$ cat src/rtl/vco_freq_cal_pkg.sv
// Shared types and helpers for the VCO frequency calibration controller.
package vco_cal_pkg;

    typedef enum logic [2:0] {
        IDLE,
        SETTLE,
        MEASURE,
        DECIDE,
        DONE
    } state_e;

    // Mid-scale DAC code: 0 V control, VCO centre frequency.
    function automatic int unsigned mid_code(input int unsigned w);
        return 32'd1 << (w - 1);
    endfunction

endpackage

$ cat src/rtl/vco_freq_cal_if.sv
// Host/config side of the calibration controller: start, targets, results.
interface vco_freq_cal_if #(
    parameter int DAC_W    = 8,
    parameter int CNT_W    = 16,
    parameter int GATE_W   = 16,
    parameter int SETTLE_W = 8
);
    logic                start;
    logic [CNT_W-1:0]    target_cnt;
    logic [GATE_W-1:0]   gate_cycles;
    logic [SETTLE_W-1:0] settle_cycles;
    logic [DAC_W-1:0]    dac_code;
    logic                busy;
    logic                done;
    logic                locked;
    logic                rail;
    logic [CNT_W-1:0]    meas_cnt;

    modport master (
        output start, target_cnt, gate_cycles, settle_cycles,
        input  dac_code, busy, done, locked, rail, meas_cnt
    );

    modport slave (
        input  start, target_cnt, gate_cycles, settle_cycles,
        output dac_code, busy, done, locked, rail, meas_cnt
    );
endinterface

$ cat src/rtl/vco_freq_cal_edge_counter.sv
// Synchronises the squared VCO output and counts its rising edges,
// saturating at all-ones. Only meaningful for f_vco < f_clk/2.
module vco_edge_counter #(
    parameter int CNT_W = 16
) (
    input  logic             clk,
    input  logic             rst_n,
    input  logic             vco_in,
    input  logic             clr,
    input  logic             en,
    output logic [CNT_W-1:0] cnt
);
    logic [2:0]       sync_q, sync_d;
    logic [CNT_W-1:0] cnt_q, cnt_d;
    logic             rise;

    always_comb begin
        // [0],[1] form the synchroniser; [2] is the previous synchronised sample.
        sync_d = {sync_q[1:0], vco_in};
        rise   = sync_q[1] & ~sync_q[2];
        cnt_d  = cnt_q;
        if (clr)
            cnt_d = '0;
        else if (en && rise && (cnt_q != '1))
            cnt_d = cnt_q + 1'b1;
    end

    always_ff @(posedge clk or negedge rst_n) begin
        if (!rst_n) begin
            sync_q <= '0;
            cnt_q  <= '0;
        end else begin
            sync_q <= sync_d;
            cnt_q  <= cnt_d;
        end
    end

    assign cnt = cnt_q;
endmodule

$ cat src/rtl/vco_freq_cal.sv
// SAR calibration of the VCO tuning DAC: DAC_W search passes plus one
// verification pass, each a settle delay followed by a gated edge count.
module vco_freq_cal
    import vco_cal_pkg::*;
#(
    parameter int DAC_W    = 8,
    parameter int CNT_W    = 16,
    parameter int GATE_W   = 16,
    parameter int SETTLE_W = 8,
    parameter int TOL      = 2
) (
    input  logic          clk,
    input  logic          rst_n,
    input  logic          vco_in,
    vco_freq_cal_if.slave cal
);
    localparam int BIT_W = (DAC_W > 1) ? $clog2(DAC_W) : 1;
    localparam int TMR_W = (GATE_W > SETTLE_W) ? GATE_W : SETTLE_W;
    localparam logic [DAC_W-1:0] MID = DAC_W'(mid_code(DAC_W));

    state_e              state_q, state_d;
    logic [DAC_W-1:0]    dac_q, dac_d, trial;
    logic [BIT_W-1:0]    bit_q, bit_d;
    logic                final_q, final_d;
    logic                busy_q, busy_d, done_q, done_d;
    logic                locked_q, locked_d, rail_q, rail_d;
    logic [CNT_W-1:0]    meas_q, meas_d, target_q, target_d;
    logic [GATE_W-1:0]   gate_q, gate_d;
    logic [SETTLE_W-1:0] settle_q, settle_d;
    logic [TMR_W-1:0]    tmr_q, tmr_d, meas_last;
    logic [CNT_W-1:0]    cnt;
    logic signed [CNT_W:0] diff;
    logic [CNT_W:0]      adiff;
    logic                in_tol;

    vco_edge_counter #(.CNT_W(CNT_W)) u_cnt (
        .clk    (clk),
        .rst_n  (rst_n),
        .vco_in (vco_in),
        .clr    (state_q == SETTLE),
        .en     (state_q == MEASURE),
        .cnt    (cnt)
    );

    // Gate length 0 behaves as a single-cycle window.
    assign meas_last = (gate_q == '0) ? '0 : TMR_W'(gate_q - GATE_W'(1));
    assign diff      = $signed({1'b0, cnt}) - $signed({1'b0, target_q});
    assign adiff     = diff[CNT_W] ? (CNT_W+1)'(-diff) : (CNT_W+1)'(diff);
    assign in_tol    = adiff <= (CNT_W+1)'(TOL);

    always_comb begin
        state_d  = state_q;
        dac_d    = dac_q;
        bit_d    = bit_q;
        final_d  = final_q;
        busy_d   = busy_q;
        done_d   = done_q;
        locked_d = locked_q;
        rail_d   = rail_q;
        meas_d   = meas_q;
        target_d = target_q;
        gate_d   = gate_q;
        settle_d = settle_q;
        tmr_d    = tmr_q;
        trial    = dac_q;
        case (state_q)
            IDLE, DONE: begin
                if (cal.start) begin
                    target_d = cal.target_cnt;
                    gate_d   = cal.gate_cycles;
                    settle_d = cal.settle_cycles;
                    dac_d    = MID;
                    bit_d    = BIT_W'(DAC_W - 1);
                    final_d  = 1'b0;
                    busy_d   = 1'b1;
                    done_d   = 1'b0;
                    locked_d = 1'b0;
                    rail_d   = 1'b0;
                    tmr_d    = '0;
                    state_d  = SETTLE;
                end
            end
            SETTLE: begin
                tmr_d = tmr_q + 1'b1;
                if (tmr_q == TMR_W'(settle_q)) begin
                    tmr_d   = '0;
                    state_d = MEASURE;
                end
            end
            MEASURE: begin
                tmr_d = tmr_q + 1'b1;
                if (tmr_q == meas_last) begin
                    tmr_d   = '0;
                    state_d = DECIDE;
                end
            end
            DECIDE: begin
                meas_d = cnt;
                if (final_q) begin
                    locked_d = in_tol;
                    rail_d   = !in_tol && ((dac_q == '0) || (dac_q == '1));
                    busy_d   = 1'b0;
                    done_d   = 1'b1;
                    state_d  = DONE;
                end else begin
                    // Positive gain: too fast (or on target) means drop this bit.
                    if (cnt >= target_q)
                        trial[bit_q] = 1'b0;
                    if (bit_q != '0) begin
                        trial[bit_q - BIT_W'(1)] = 1'b1;
                        bit_d = bit_q - BIT_W'(1);
                    end else begin
                        final_d = 1'b1;
                    end
                    dac_d   = trial;
                    state_d = SETTLE;
                end
            end
            default: state_d = IDLE;
        endcase
    end

    always_ff @(posedge clk or negedge rst_n) begin
        if (!rst_n) begin
            state_q  <= IDLE;
            dac_q    <= MID;
            bit_q    <= '0;
            final_q  <= 1'b0;
            busy_q   <= 1'b0;
            done_q   <= 1'b0;
            locked_q <= 1'b0;
            rail_q   <= 1'b0;
            meas_q   <= '0;
            target_q <= '0;
            gate_q   <= '0;
            settle_q <= '0;
            tmr_q    <= '0;
        end else begin
            state_q  <= state_d;
            dac_q    <= dac_d;
            bit_q    <= bit_d;
            final_q  <= final_d;
            busy_q   <= busy_d;
            done_q   <= done_d;
            locked_q <= locked_d;
            rail_q   <= rail_d;
            meas_q   <= meas_d;
            target_q <= target_d;
            gate_q   <= gate_d;
            settle_q <= settle_d;
            tmr_q    <= tmr_d;
        end
    end

    assign cal.dac_code = dac_q;
    assign cal.busy     = busy_q;
    assign cal.done     = done_q;
    assign cal.locked   = locked_q;
    assign cal.rail     = rail_q;
    assign cal.meas_cnt = meas_q;
endmodule

$ cat src/flat_wrapper.sv
// flat-port wrapper written by rule: the top's interface ports become plain ports
module vco_freq_cal_flat import vco_cal_pkg::*;
#(
    parameter int DAC_W    = 8,
    parameter int CNT_W    = 16,
    parameter int GATE_W   = 16,
    parameter int SETTLE_W = 8,
    parameter int TOL      = 2
)
  (clk, rst_n, vco_in, cal_start, cal_target_cnt, cal_gate_cycles, cal_settle_cycles, cal_dac_code, cal_busy, cal_done, cal_locked, cal_rail, cal_meas_cnt);
  vco_freq_cal_if #(.DAC_W(DAC_W), .CNT_W(CNT_W), .GATE_W(GATE_W), .SETTLE_W(SETTLE_W)) cal_i ();
  input  logic clk;
  input  logic rst_n;
  input  logic vco_in;
  input wire logic [$bits(cal_i.start)-1:0] cal_start;
  input wire logic [$bits(cal_i.target_cnt)-1:0] cal_target_cnt;
  input wire logic [$bits(cal_i.gate_cycles)-1:0] cal_gate_cycles;
  input wire logic [$bits(cal_i.settle_cycles)-1:0] cal_settle_cycles;
  output wire logic [$bits(cal_i.dac_code)-1:0] cal_dac_code;
  output wire logic [$bits(cal_i.busy)-1:0] cal_busy;
  output wire logic [$bits(cal_i.done)-1:0] cal_done;
  output wire logic [$bits(cal_i.locked)-1:0] cal_locked;
  output wire logic [$bits(cal_i.rail)-1:0] cal_rail;
  output wire logic [$bits(cal_i.meas_cnt)-1:0] cal_meas_cnt;
  assign cal_i.start = cal_start;
  assign cal_i.target_cnt = cal_target_cnt;
  assign cal_i.gate_cycles = cal_gate_cycles;
  assign cal_i.settle_cycles = cal_settle_cycles;
  assign cal_dac_code = cal_i.dac_code;
  assign cal_busy = cal_i.busy;
  assign cal_done = cal_i.done;
  assign cal_locked = cal_i.locked;
  assign cal_rail = cal_i.rail;
  assign cal_meas_cnt = cal_i.meas_cnt;
  vco_freq_cal #(.DAC_W(DAC_W), .CNT_W(CNT_W), .GATE_W(GATE_W), .SETTLE_W(SETTLE_W), .TOL(TOL)) u_core (.clk(clk), .rst_n(rst_n), .vco_in(vco_in), .cal(cal_i));
endmodule
$ cat config.mk
export PLATFORM = sky130hd
export DESIGN_NAME = vco_freq_cal_flat
export DESIGN_NICKNAME = d
export VERILOG_FILES = /design/src/rtl/vco_freq_cal_pkg.sv /design/src/rtl/vco_freq_cal_if.sv /design/src/rtl/vco_freq_cal_edge_counter.sv /design/src/rtl/vco_freq_cal.sv /design/src/flat_wrapper.sv
export SDC_FILE = /design/constraint.sdc
export NUM_CORES = 1
export LEC_CHECK = 0
export ABC_AREA = 1
export CAP_MARGIN = 40
export CORE_ASPECT_RATIO = 2
export CORE_MARGIN = 2
export CORE_UTILIZATION = 45
export DETAILED_ROUTE_END_ITERATION = 10
export GPL_ROUTABILITY_DRIVEN = 0
export HOLD_SLACK_MARGIN = 0.02
export PLACE_DENSITY = 0.65
export SYNTH_ARGS = -nofsm -noshare
export SYNTH_HDL_FRONTEND = slang
export SYNTH_SLANG_ARGS = --single-unit
$ cat constraint.sdc
create_clock -name clk -period 6 [get_ports clk]
set_clock_uncertainty 0.05 [all_clocks]
set_input_delay 1.2 -clock clk [delete_from_list [all_inputs] [get_ports clk]]
set_output_delay 1.2 -clock clk [all_outputs]
set_load 0.005 [all_outputs]
==> results by group, run 1 <==
Global route
  – GRT Util Overall: 24.59%
  – First-pass GRT wire length: between 30 and 40 mm
  – Vias in the first global route: slightly above 7000
  – Largest net degree at the start of global routing: a little over 70
  – Initial antenna violation count: 0
  – Total gr overflow: 0

Critical path
  – WP data arrival: about 3.4 ns
  – FF-to-FF Start: u_core.u_cnt.cnt[0]$_DFFE_PN0P_
  – Worst EP required: between 6 and 7 ns
  – CP max stage delay: about 0.73 ns
  – CP max FO: 22
  – Worst Setup SP: u_core.u_cnt.cnt[0]$_DFFE_PN0P_
  – Critical path endpoint category: register
  – Worst path top cell family by delay: simple AND/OR/NAND/NOR gates
  – WP buf/inv: 2
  – Critical path class: register to register
  – CP startpoint kind: register
  – Cell breakdown of the critical path: inv_1, ha_1, fa_1, inv_1, nand2_1, nand2_2, nand3_1, nand2_1, a21oi_2, nand2_1, nand2_1, nand2_1, nor2_1, nand3_1, nand2_1, nand2_1, nor2_2, nand3_1, nand2_1, nand2_1
  – Top cell by count, worst path: nand2_1
  – Critical-path top delay cell: a21oi_2

Place
  – IO Port Bufs: 71
  – Post-DP HPWL: between 15 and 20 mm
  – Dpl cell area: between 0.008 and 0.009 mm^2

Layout
  – Fillers: 1634
  – Most common cell after layout, fill and taps aside: nand2_1
  – # nets final: 1217
  – Diode count: 0
  – Commonest cells after routing, fill and taps aside: nand2_1, inv_1, dfrtp_1
  – Final instance area: ~0.0087 mm^2
  – Area Overhead vs Synth: 16.78%
  – Layout cells sized above 1: 5.709%

Logic synthesis
  – Post-synth cell types: 43
  – Largest family of logic cells by synthesized area: simple AND/OR/NAND/NOR gates
  – Post-synth ARST share: between 90% and 100%
  – Synth warn: 0
  – Sequential share of the synthesized area: 37.09%
  – Synth Area in Adders: about 3.8%
  – Synth Area per Inst: just under 7 um^2
  – Synth Area in Compound Gates: between 10% and 20%
  – Yosys reg bits: 110
  – Post-synth EDFFs: 0
  – Mapped Area: around 0.0074 mm^2
  – Top FF cell, synth: dfrtp_1
  – Syn nets: roughly 1100
  – Gate Count Post-Synth: about 1100
  – XOR/XNOR Fraction of Synth Area: 4.010%
  – Mux cell area share after synthesis: 0%
  – Synth Area in Simple Gates: roughly a third

STA
  – Period utilisation layout: 53.67%
  – Min Tclk post-route: about 3.2 ns
  – Fin. Hold Viols: 0
  – Unrepaired setup endpoints after global routing: no
  – Worst Tran Pin Value: between 0.9 and 1 ns
  – Max-slew headroom: between 30% and 40%
  – Setup violators final: 0
  – Fmax: approximately 310 MHz
  – Setup_tns: 0 ns
  – Max-slew violation count: 0

Drt
  – Routed vias/inst: ~5.2
  – Met2 WL: about 11 mm
  – Post-Route WL: 20.45 mm
  – Iteration-0 DRC Markers: 354
  – DRT Pass-1 Iters: 5
  – Max layer used: met4
  – DR WL met3: 461 um
  – WL per Instance: 15.04 um
  – Via count: 7022
  – Antenna viol nets, final: 0
  – Residual DRC count: 0
  – M1 WL: ~7.4 mm

Hold path
  – HP Start: u_core.u_cnt.sync_q[0]$_DFF_PN0_
  – Worst min-delay path category: register to register

Floorplan
  – Starting Density: 45.88%
  – Chip height: ~190 um
  – Die Wd: about 95 um
  – IO Pins: ~70
  – Rows: between 60 and 70
  – Core footprint: approximately 0.016 mm^2
  – Die area: 0.01761 mm^2

CTS
  – Num CTS Buffers: 9
  – Hold_buf cts: 0
  – CTS Root Cell: clkbuf_16
  – CTS H-tree lvls: 3
  – CTS tree: built
  – Clock latency on the worst-skew pair: 0.36 ns
  – Post_cts resized: 0
  – Clock buffer depth: 2
  – Setup Buffers After CTS: 0
  – Clk sinks: 110
  – Clock slew at reported path FFs: around 0.08 ns

Flow run
  – Max cap viols: 0

Pwr
  – Leakage: approximately 4.4 nW
  – Max IR drop VDD: 293.7 uV
  – Pwr dens: 463.5 mW/mm^2

Run status
  – Status: finished, final reports clean
==> kinds of logic (layout without fill, tap and decap cells) <==
group / Yosys count / count (layout)
compound gates: 132 / 132
xor+xnor: 34 / 34
fa+ha+maj: 22 / 22
buf+inv: 190 / 263
flops: 110 / 110
simple gates: 595 / 595
==> synthesized netlist by cell type, drive strengths merged (5+ instances only) <==
library cell / number / area share (%)
nand3: 86 / 6.0
dfrtp: 109 / 37
nand3b: 5 / 0.51
clkbuf: 13 / 0.66
nor2: 95 / 5.4
inv: 168 / 8.5
buf: 6 / 0.77
o21ai: 80 / 5.5
nor3: 17 / 1.5
a21oi: 25 / 1.8
xor2: 31 / 3.7
nand2: 363 / 19
nor4: 5 / 0.42
ha: 21 / 3.5
o22ai: 10 / 0.84
nand4: 20 / 1.7
a41oi: 8 / 0.94
==> final timing paths <==
check	to	slack, ns	cells after the start
max	u_core.cal.rail$_DFFE_PN0P_	2.78	20
min	u_core.u_cnt.sync_q[1]$_DFF_PN0_	0.31	0
max reg2reg	u_core.cal.rail$_DFFE_PN0P_	2.78	20
min reg2reg	u_core.u_cnt.sync_q[1]$_DFF_PN0_	0.31	0
max in group asynchronous	u_core.cal.dac_code[7]$_DFFE_PN1P_	4.06	3
min in group asynchronous	u_core.gate_q[13]$_DFFE_PN0P_	0.71	1
==> metal layers <==
layer	vias to the layer above	track usage (%)
li1	3572	-
met1	3253	24.34
met2	141	48.23
met3	56	2.551
met4	0	12.99
met5	-	0
==> flip-flops by register name, indices dropped and copies added, names as in the netlist <==
signal and flops:
u_core.bit_q 3, u_core.cal.busy 1, u_core.cal.dac_code 8, u_core.cal.done 1
u_core.cal.locked 1, u_core.cal.meas_cnt 16, u_core.cal.rail 1, u_core.final_q 1
u_core.gate_q 16, u_core.settle_q 8, u_core.state_q 3, u_core.target_q 16
u_core.tmr_q 16, u_core.u_cnt.cnt 16, u_core.u_cnt.sync_q 3
==> layout make-up <==
cell class / count / area [um^2] / area share, %
multi-input cells: 783 / 3931 / 45.33
well taps: 204 / 255.2 / 2.943
flip-flops and latches: 110 / 2754 / 31.76
clock buffers: 9 / 225.2 / 2.597
inverters: 171 / 641.9 / 7.402
repair buffers: 76 / 785.8 / 9.061
clock inverters: 7 / 78.83 / 0.9090
==> power breakdown <==
group	switching [W]	internal, W
clock	0.000292	0.000329
sequential	0.000214	0.000976
combinational	0.00143	0.000774
total	0.00194	0.00208
==> through the flow <==
stage | hold WS (ns) | instances | power [W] | setup slack [ns] | util (%)
after floorplan | 0.2812 | 1083 | 0.002801 | 3.472 | -
after global placement | 0.2883 | 1342 | 0.003350 | 2.849 | 51.36
after detailed placement | 0.2957 | 1344 | 0.003403 | 2.790 | 51.70
after CTS | 0.3124 | 1360 | 0.004035 | 2.800 | 53.58
after global routing | 0.3281 | 1360 | 0.004402 | 2.460 | 53.58
final | 0.3088 | 1360 | 0.004019 | 2.780 | 53.58
No activity file was read; power rests on OpenSTA's default activity.
==> inputs of run 2 (changes only) <==
- clock period: 6 -> 3.2 ns (I/O delays scaled with it)
==> results by group, run 2 (synthesis gave the netlist of run 1 again) <==
Run status
  – Status: finished, final reports clean (unchanged)

Critical path
  – CP max FO: 7 (was 22)
  – Critical path endpoint category: register (unchanged)
  – Worst EP required: 3.42 ns (was 6.21 ns)
  – Critical path class: register to register (unchanged)
  – FF-to-FF Start: u_core.u_cnt.cnt[3]$_DFFE_PN0P_ (was u_core.u_cnt.cnt[0]$_DFFE_PN0P_)
  – CP startpoint kind: register (unchanged)
  – Worst Setup SP: u_core.u_cnt.cnt[3]$_DFFE_PN0P_ (was u_core.u_cnt.cnt[0]$_DFFE_PN0P_)
  – WP data arrival: 3.18 ns (was 3.43 ns)

Drt
  – Routed vias/inst: 5.266 (was 5.163)
  – WL per Instance: 15.11 um (was 15.04 um)
  – Iteration-0 DRC Markers: 356 (was 354)
  – Via count: 7199 (was 7022)
  – Post-Route WL: 20.65 mm (was 20.45 mm)
  – Antenna viol nets, final: 0 (unchanged)
  – DRT Pass-1 Iters: 5 (unchanged)
  – Residual DRC count: 0 (unchanged)

CTS
  – CTS tree: built (unchanged)
  – Clock latency on the worst-skew pair: 0.37 ns (was 0.36 ns)
  – Clk sinks: 110 (unchanged)
  – CTS H-tree lvls: 3 (unchanged)
  – Num CTS Buffers: 9 (unchanged)
  – Hold_buf cts: 0 (unchanged)
  – CTS Root Cell: clkbuf_16 (unchanged)
  – Clock slew at reported path FFs: 0.08 ns (about the same)
  – Clock buffer depth: 2 (unchanged)

Floorplan
  – Die area: 0.01761 mm^2 (unchanged)
  – Chip height: 185.7 um (unchanged)
  – Die Wd: 94.84 um (unchanged)
  – Core footprint: 0.01619 mm^2 (unchanged)
  – Starting Density: 45.88% (unchanged)
  – IO Pins: 72 (unchanged)
  – Rows: 66 (unchanged)

STA
  – Max-slew violation count: 0 (unchanged)
  – Unrepaired setup endpoints after global routing: no (unchanged)
  – Setup_tns: 0 ns (unchanged)
  – Period utilisation layout: 92.56% (was 53.67%)
  – Max-slew headroom: 58.35% (was 39.95%)
  – Fin. Hold Viols: 0 (unchanged)
  – Fmax: 337.6 MHz (was 310.5 MHz)
  – WHS: 0.2130 ns (was 0.3088 ns)
  – Min Tclk post-route: 2.962 ns (was 3.220 ns)
  – Setup violators final: 0 (unchanged)
  – Worst Tran Pin Value: 0.6190 ns (was 0.9008 ns)

Pwr
  – Combinational Power Share: 55.7% (was 54.9%)
  – P_int: 0.003931 W (was 0.002079 W)
  – Switching power: 0.003734 W (was 0.001940 W)
  – Leakage: 4.408 nW (was 4.388 nW)
  – Switching Fraction: 48.72% (was 48.27%)
  – Seq pwr share: 28.8% (was 29.6%)
  – Max IR drop VDD: 475.7 uV (was 293.7 uV)
  – Clock network power share: 15.4% (was 15.5%)
  – Pwr dens: 879.6 mW/mm^2 (was 463.5 mW/mm^2)

Global route
  – Initial antenna violation count: 0 (unchanged)
  – Vias in the first global route: 7244 (was 7198)
  – Total gr overflow: 0 (unchanged)
  – Largest net degree at the start of global routing: 54 (was 71)
  – First-pass GRT wire length: 34.03 mm (was 33.58 mm)
  – GRT Util Overall: 24.88% (was 24.59%)

Layout
  – Area Overhead vs Synth: 17.35% (was 16.78%)
  – Most common cell after layout, fill and taps aside: nand2_1 (unchanged)
  – Commonest cells after routing, fill and taps aside: nand2_1, inv_1, dfrtp_1 (unchanged)
  – Util after Layout: 53.84% (was 53.58%)
  – # nets final: 1224 (was 1217)
  – Layout cells sized above 1: 6.793% (was 5.709%)
  – Diode count: 0 (unchanged)

Hold path
  – Worst min-delay path category: primary input to asynchronous set/reset pin (was register to register)

Place
  – Post-DP HPWL: 16.37 mm (was 16.25 mm)
  – IO Port Bufs: 71 (unchanged)

Flow run
  – Max cap viols: 0 (unchanged)
[run 2: cell count changes in the layout (fill, tap and decap cells not counted), sizes merged]
cell | previous run | this run
buf | 6 | 13
clkinv | 4 | 6
clkinvlp | 2 | 1
inv | 171 | 170
[run 2: path summary, 6_finish.rpt]
path	endpoint	slack, ns	cells past startpoint
setup / recovery	u_core.cal.rail$_DFFE_PN0P_	0.24	18
hold / removal	u_core.target_q[4]$_DFFE_PN0P_	0.21	1
setup reg to reg	u_core.cal.rail$_DFFE_PN0P_	0.24	18
hold reg to reg	u_core.u_cnt.sync_q[1]$_DFF_PN0_	0.33	0
max in group asynchronous	u_core.cal.dac_code[7]$_DFFE_PN1P_	2.12	2
min in group clk	u_core.u_cnt.sync_q[1]$_DFF_PN0_	0.33	0
[run 2: timing repair]
item | in CTS | in global routing
endpoints found under the hold margin | 0 | 0
endpoints found under the setup margin | 0 | 2
resized for setup | 0 | 6
buffers inserted | 0 | 0
[run 2: per-layer routing]
layer  vias to the layer above  track usage [%]  routed length (um)
li1                       3600                -                   -
met1                      3357            24.43                7302
met2                       175            48.68               11640
met3                        67            2.429                 538
met4                         0            14.03                1168
met5                         -                0                   0
[run 2: worst max-delay path, stage by stage, from the launching register on]
cell and delay, ns:
dfrtp_1 0.46, ha_1 0.47, nand2_2 0.12, nor2_1 0.23, nand2_1 0.11, nand3_1 0.20, nand2_1 0.10, nand2_2 0.12
nand2_2 0.10, nor2_4 0.16, nand3_1 0.12, nand2_1 0.12, nand2_1 0.06, nand2_1 0.06, nand2_1 0.05, nor2_1 0.14
nand3_1 0.09, nand2_1 0.07, nand2_1 0.04
[run 2: metrics by stage]
step | cell area (um^2) | worst slack [ns] | total power [W] | instances
floorplan | 7426 | 0.6724 | 0.005252 | 1083
global placement | 8393 | 0.3155 | 0.006423 | 1351
detailed placement | 8393 | 0.2653 | 0.006448 | 1351
CTS | 8700 | 0.2626 | 0.007665 | 1367
global route | 8715 | 0.01184 | 0.008354 | 1367
finish | 8715 | 0.2380 | 0.007665 | 1367
[run 2: final cells by class]
cell class                      count  area, um^2
Clock buffer                        9       225.2
Clock inverter                      7       81.33
Fill cell                        1654        7471
Inverter                          171       641.9
Multi-Input combinational cell    783        3946
Sequential cell                   110        2754
Tap cell                          204       255.2
Timing Repair Buffer               83       810.8
[run 2: power groups by stage]
stage | clock (W) | combinational [W] | sequential (W)
final | 0.00118 | 0.00427 | 0.00221
after detailed placement | 0 | 0.00422 | 0.00223
after floorplan | 0 | 0.00312 | 0.00213
after global placement | 0 | 0.00420 | 0.00222
after global routing | 0.00125 | 0.00483 | 0.00227
after CTS | 0.00121 | 0.00425 | 0.00221
==> inputs of run 3 (changes only) <==
- CORE_MARGIN: 2 -> 1.5
- clock period: 3.2 -> 3.3 ns (I/O delays scaled with it)
==> results by group, run 3 (synthesis gave the netlist of run 1 again) <==
Run status
  – Status: finished, final reports clean (unchanged)

STA
  – Max-slew violation count: 0 (unchanged)
  – Unrepaired setup endpoints after global routing: no (unchanged)
  – Max-slew headroom: 57.83% (was 58.35%)
  – Min Tclk post-route: 2.929 ns (was 2.962 ns)
  – PnR worst setup slack: 0.3708 ns (was 0.2380 ns)
  – Period utilisation layout: 88.76% (was 92.56%)
  – WHS: 0.2213 ns (was 0.2130 ns)
  – Fin. Hold Viols: 0 (unchanged)
  – Worst Tran Pin Value: 0.6326 ns (was 0.6190 ns)
  – Fmax: 341.4 MHz (was 337.6 MHz)
  – Setup_tns: 0 ns (unchanged)
  – Setup violators final: 0 (unchanged)

Layout
  – Fillers: 1663 (was 1654)
  – # nets final: 1222 (was 1224)
  – Footprint of the multi-input gates: 0.003946 mm^2 (unchanged)
  – Area Overhead vs Synth: 16.85% (was 17.35%)
  – Diode count: 0 (unchanged)
  – Most common cell after layout, fill and taps aside: nand2_1 (unchanged)
  – Final instance area: 0.008677 mm^2 (was 0.008715 mm^2)
  – Commonest cells after routing, fill and taps aside: nand2_1, inv_1, dfrtp_1 (unchanged)
  – Area occupied by registers: 0.002754 mm^2 (unchanged)
  – Layout cells sized above 1: 6.374% (was 6.793%)

Global route
  – Vias in the first global route: 7099 (was 7244)
  – First-pass GRT wire length: 33.42 mm (was 34.03 mm)
  – Largest net degree at the start of global routing: 71 (was 54)
  – GRT Util Overall: 24.99% (was 24.88%)
  – Initial antenna violation count: 0 (unchanged)
  – Total gr overflow: 0 (unchanged)

Critical path
  – WP data arrival: 3.14 ns (was 3.18 ns)
  – Critical path class: register to register (unchanged)
  – CP max FO: 5 (was 7)
  – WP buf/inv: 2 (was 0)
  – Worst path top cell family by delay: simple AND/OR/NAND/NOR gates (unchanged)
  – Critical-path top delay cell: fa_1 (was ha_1)
  – Worst EP required: 3.51 ns (was 3.42 ns)
  – FF-to-FF setup slack: 0.37 ns (was 0.24 ns)
  – CP max stage delay: 0.39 ns (was 0.47 ns)
  – Cell breakdown of the critical path: inv_1, ha_1, fa_1, inv_1, nand2_1, nand2_2, nand3_1, nand2_1, nand2_1, nand2_1, nand2_1, nor2_4, nand3_1, nand2_1, nand2_1, nand2_1, nand3_1, nor2_1, nand3_1, nand2_1, nand2_1 (was ha_1, nand2_2, nor2_1, nand2_1, nand3_1, nand2_1, nand2_2, nand2_2, nor2_4, nand3_1, nand2_1, nand2_1, nand2_1, nand2_1, nor2_1, nand3_1, nand2_1, nand2_1)
  – Top cell by count, worst path: nand2_1 (unchanged)
  – CP startpoint kind: register (unchanged)
  – Critical path endpoint category: register (unchanged)

Pwr
  – Total power: 0.007287 W (was 0.007665 W)
  – Pwr dens: 839.8 mW/mm^2 (was 879.6 mW/mm^2)
  – Seq pwr share: 29.4% (was 28.8%)
  – Combinational Power Share: 55.7% (about the same)
  – P_int: 0.003739 W (was 0.003931 W)
  – Max IR drop VDD: 500.8 uV (was 475.7 uV)
  – Clock network power share: 14.9% (was 15.4%)
  – Switching power: 0.003548 W (was 0.003734 W)
  – Switching Fraction: 48.68% (was 48.72%)
  – Leakage: 4.390 nW (was 4.408 nW)

CTS
  – Clk sinks: 110 (unchanged)
  – Post_cts resized: 0 (unchanged)
  – Hold_buf cts: 0 (unchanged)
  – Clock slew at reported path FFs: 0.08 ns (about the same)
  – Clock latency on the worst-skew pair: 0.36 ns (was 0.37 ns)
  – Setup Buffers After CTS: 0 (unchanged)
  – CTS Root Cell: clkbuf_16 (unchanged)
  – CTS tree: built (unchanged)
  – Clock buffer depth: 2 (unchanged)
  – CTS H-tree lvls: 3 (unchanged)
  – Num CTS Buffers: 9 (unchanged)

Floorplan
  – Starting Density: 45.88% (unchanged)
  – Chip height: 184.7 um (was 185.7 um)
  – Die Wd: 93.84 um (was 94.84 um)
  – Core footprint: 0.01619 mm^2 (unchanged)
  – Die area: 0.01733 mm^2 (was 0.01761 mm^2)
  – Rows: 66 (unchanged)
  – IO Pins: 72 (unchanged)

Flow run
  – Max cap viols: 0 (unchanged)

Place
  – Post-DP HPWL: 15.85 mm (was 16.37 mm)
  – Dpl cell area: 0.008378 mm^2 (was 0.008393 mm^2)
  – Dpl ws: 0.3417 ns (was 0.2653 ns)
  – IO Port Bufs: 71 (unchanged)

Drt
  – Routed vias/inst: 5.163 (was 5.266)
  – DRT Pass-1 Iters: 6 (was 5)
  – Antenna viol nets, final: 0 (unchanged)
  – Residual DRC count: 0 (unchanged)
  – Post-Route WL: 20.26 mm (was 20.65 mm)
  – Iteration-0 DRC Markers: 435 (was 356)
  – Via count: 7048 (was 7199)
  – WL per Instance: 14.84 um (was 15.11 um)

Hold path
  – Worst min-delay path category: primary input to asynchronous set/reset pin (unchanged)
run 3: through the flow:
| stage | utilization, % | cells |
|---|---|---|
| 3_3_place_gp | 51.76 | 1349 |
| 4_1_cts | 53.52 | 1365 |
| 5_1_grt | 53.61 | 1365 |
| 6_report | 53.61 | 1365 |
| 3_5_place_dp | 51.76 | 1349 |
| 2_1_floorplan | - | 1083 |
run 3: final timing paths:
| check | start | endpoint | depth (start not counted) |
|---|---|---|---|
| min in group clk | u_core.u_cnt.sync_q[0]$_DFF_PN0_ | u_core.u_cnt.sync_q[1]$_DFF_PN0_ | 0 |
| max in group asynchronous | rst_n | u_core.state_q[1]$_DFFE_PN0P_ | 2 |
| hold reg to reg | u_core.u_cnt.sync_q[0]$_DFF_PN0_ | u_core.u_cnt.sync_q[1]$_DFF_PN0_ | 0 |
| hold / removal | rst_n | u_core.gate_q[13]$_DFFE_PN0P_ | 1 |
| setup reg to reg | u_core.u_cnt.cnt[0]$_DFFE_PN0P_ | u_core.cal.rail$_DFFE_PN0P_ | 21 |
| setup / recovery | u_core.u_cnt.cnt[0]$_DFFE_PN0P_ | u_core.cal.rail$_DFFE_PN0P_ | 21 |
run 3: final cells by class:
cell class,count,area share (%)
clock inverters,6,0.5191
clock buffers,10,2.754
multi-input cells,783,45.48
flip-flops and latches,110,31.74
well taps,204,2.942
repair buffers,81,9.171
inverters,171,7.397
run 3: metal layers:
metal  wire length, um  vias up  GRT usage (%)
li1                  -     3590              -
met1              7416     3250          24.71
met2             11360      150          48.23
met3               442       58          3.094
met4              1042        0          14.27
met5                 0        -              0
run 3: power by group through the flow:
stage | registers (W) | logic, W | clock network [W]
6_report | 0.00214 | 0.00406 | 0.00109
5_1_grt | 0.00220 | 0.00461 | 0.00115
4_1_cts | 0.00214 | 0.00407 | 0.00111
3_5_place_dp | 0.00216 | 0.00406 | 0
3_3_place_gp | 0.00216 | 0.00403 | 0
2_1_floorplan | 0.00206 | 0.00303 | 0
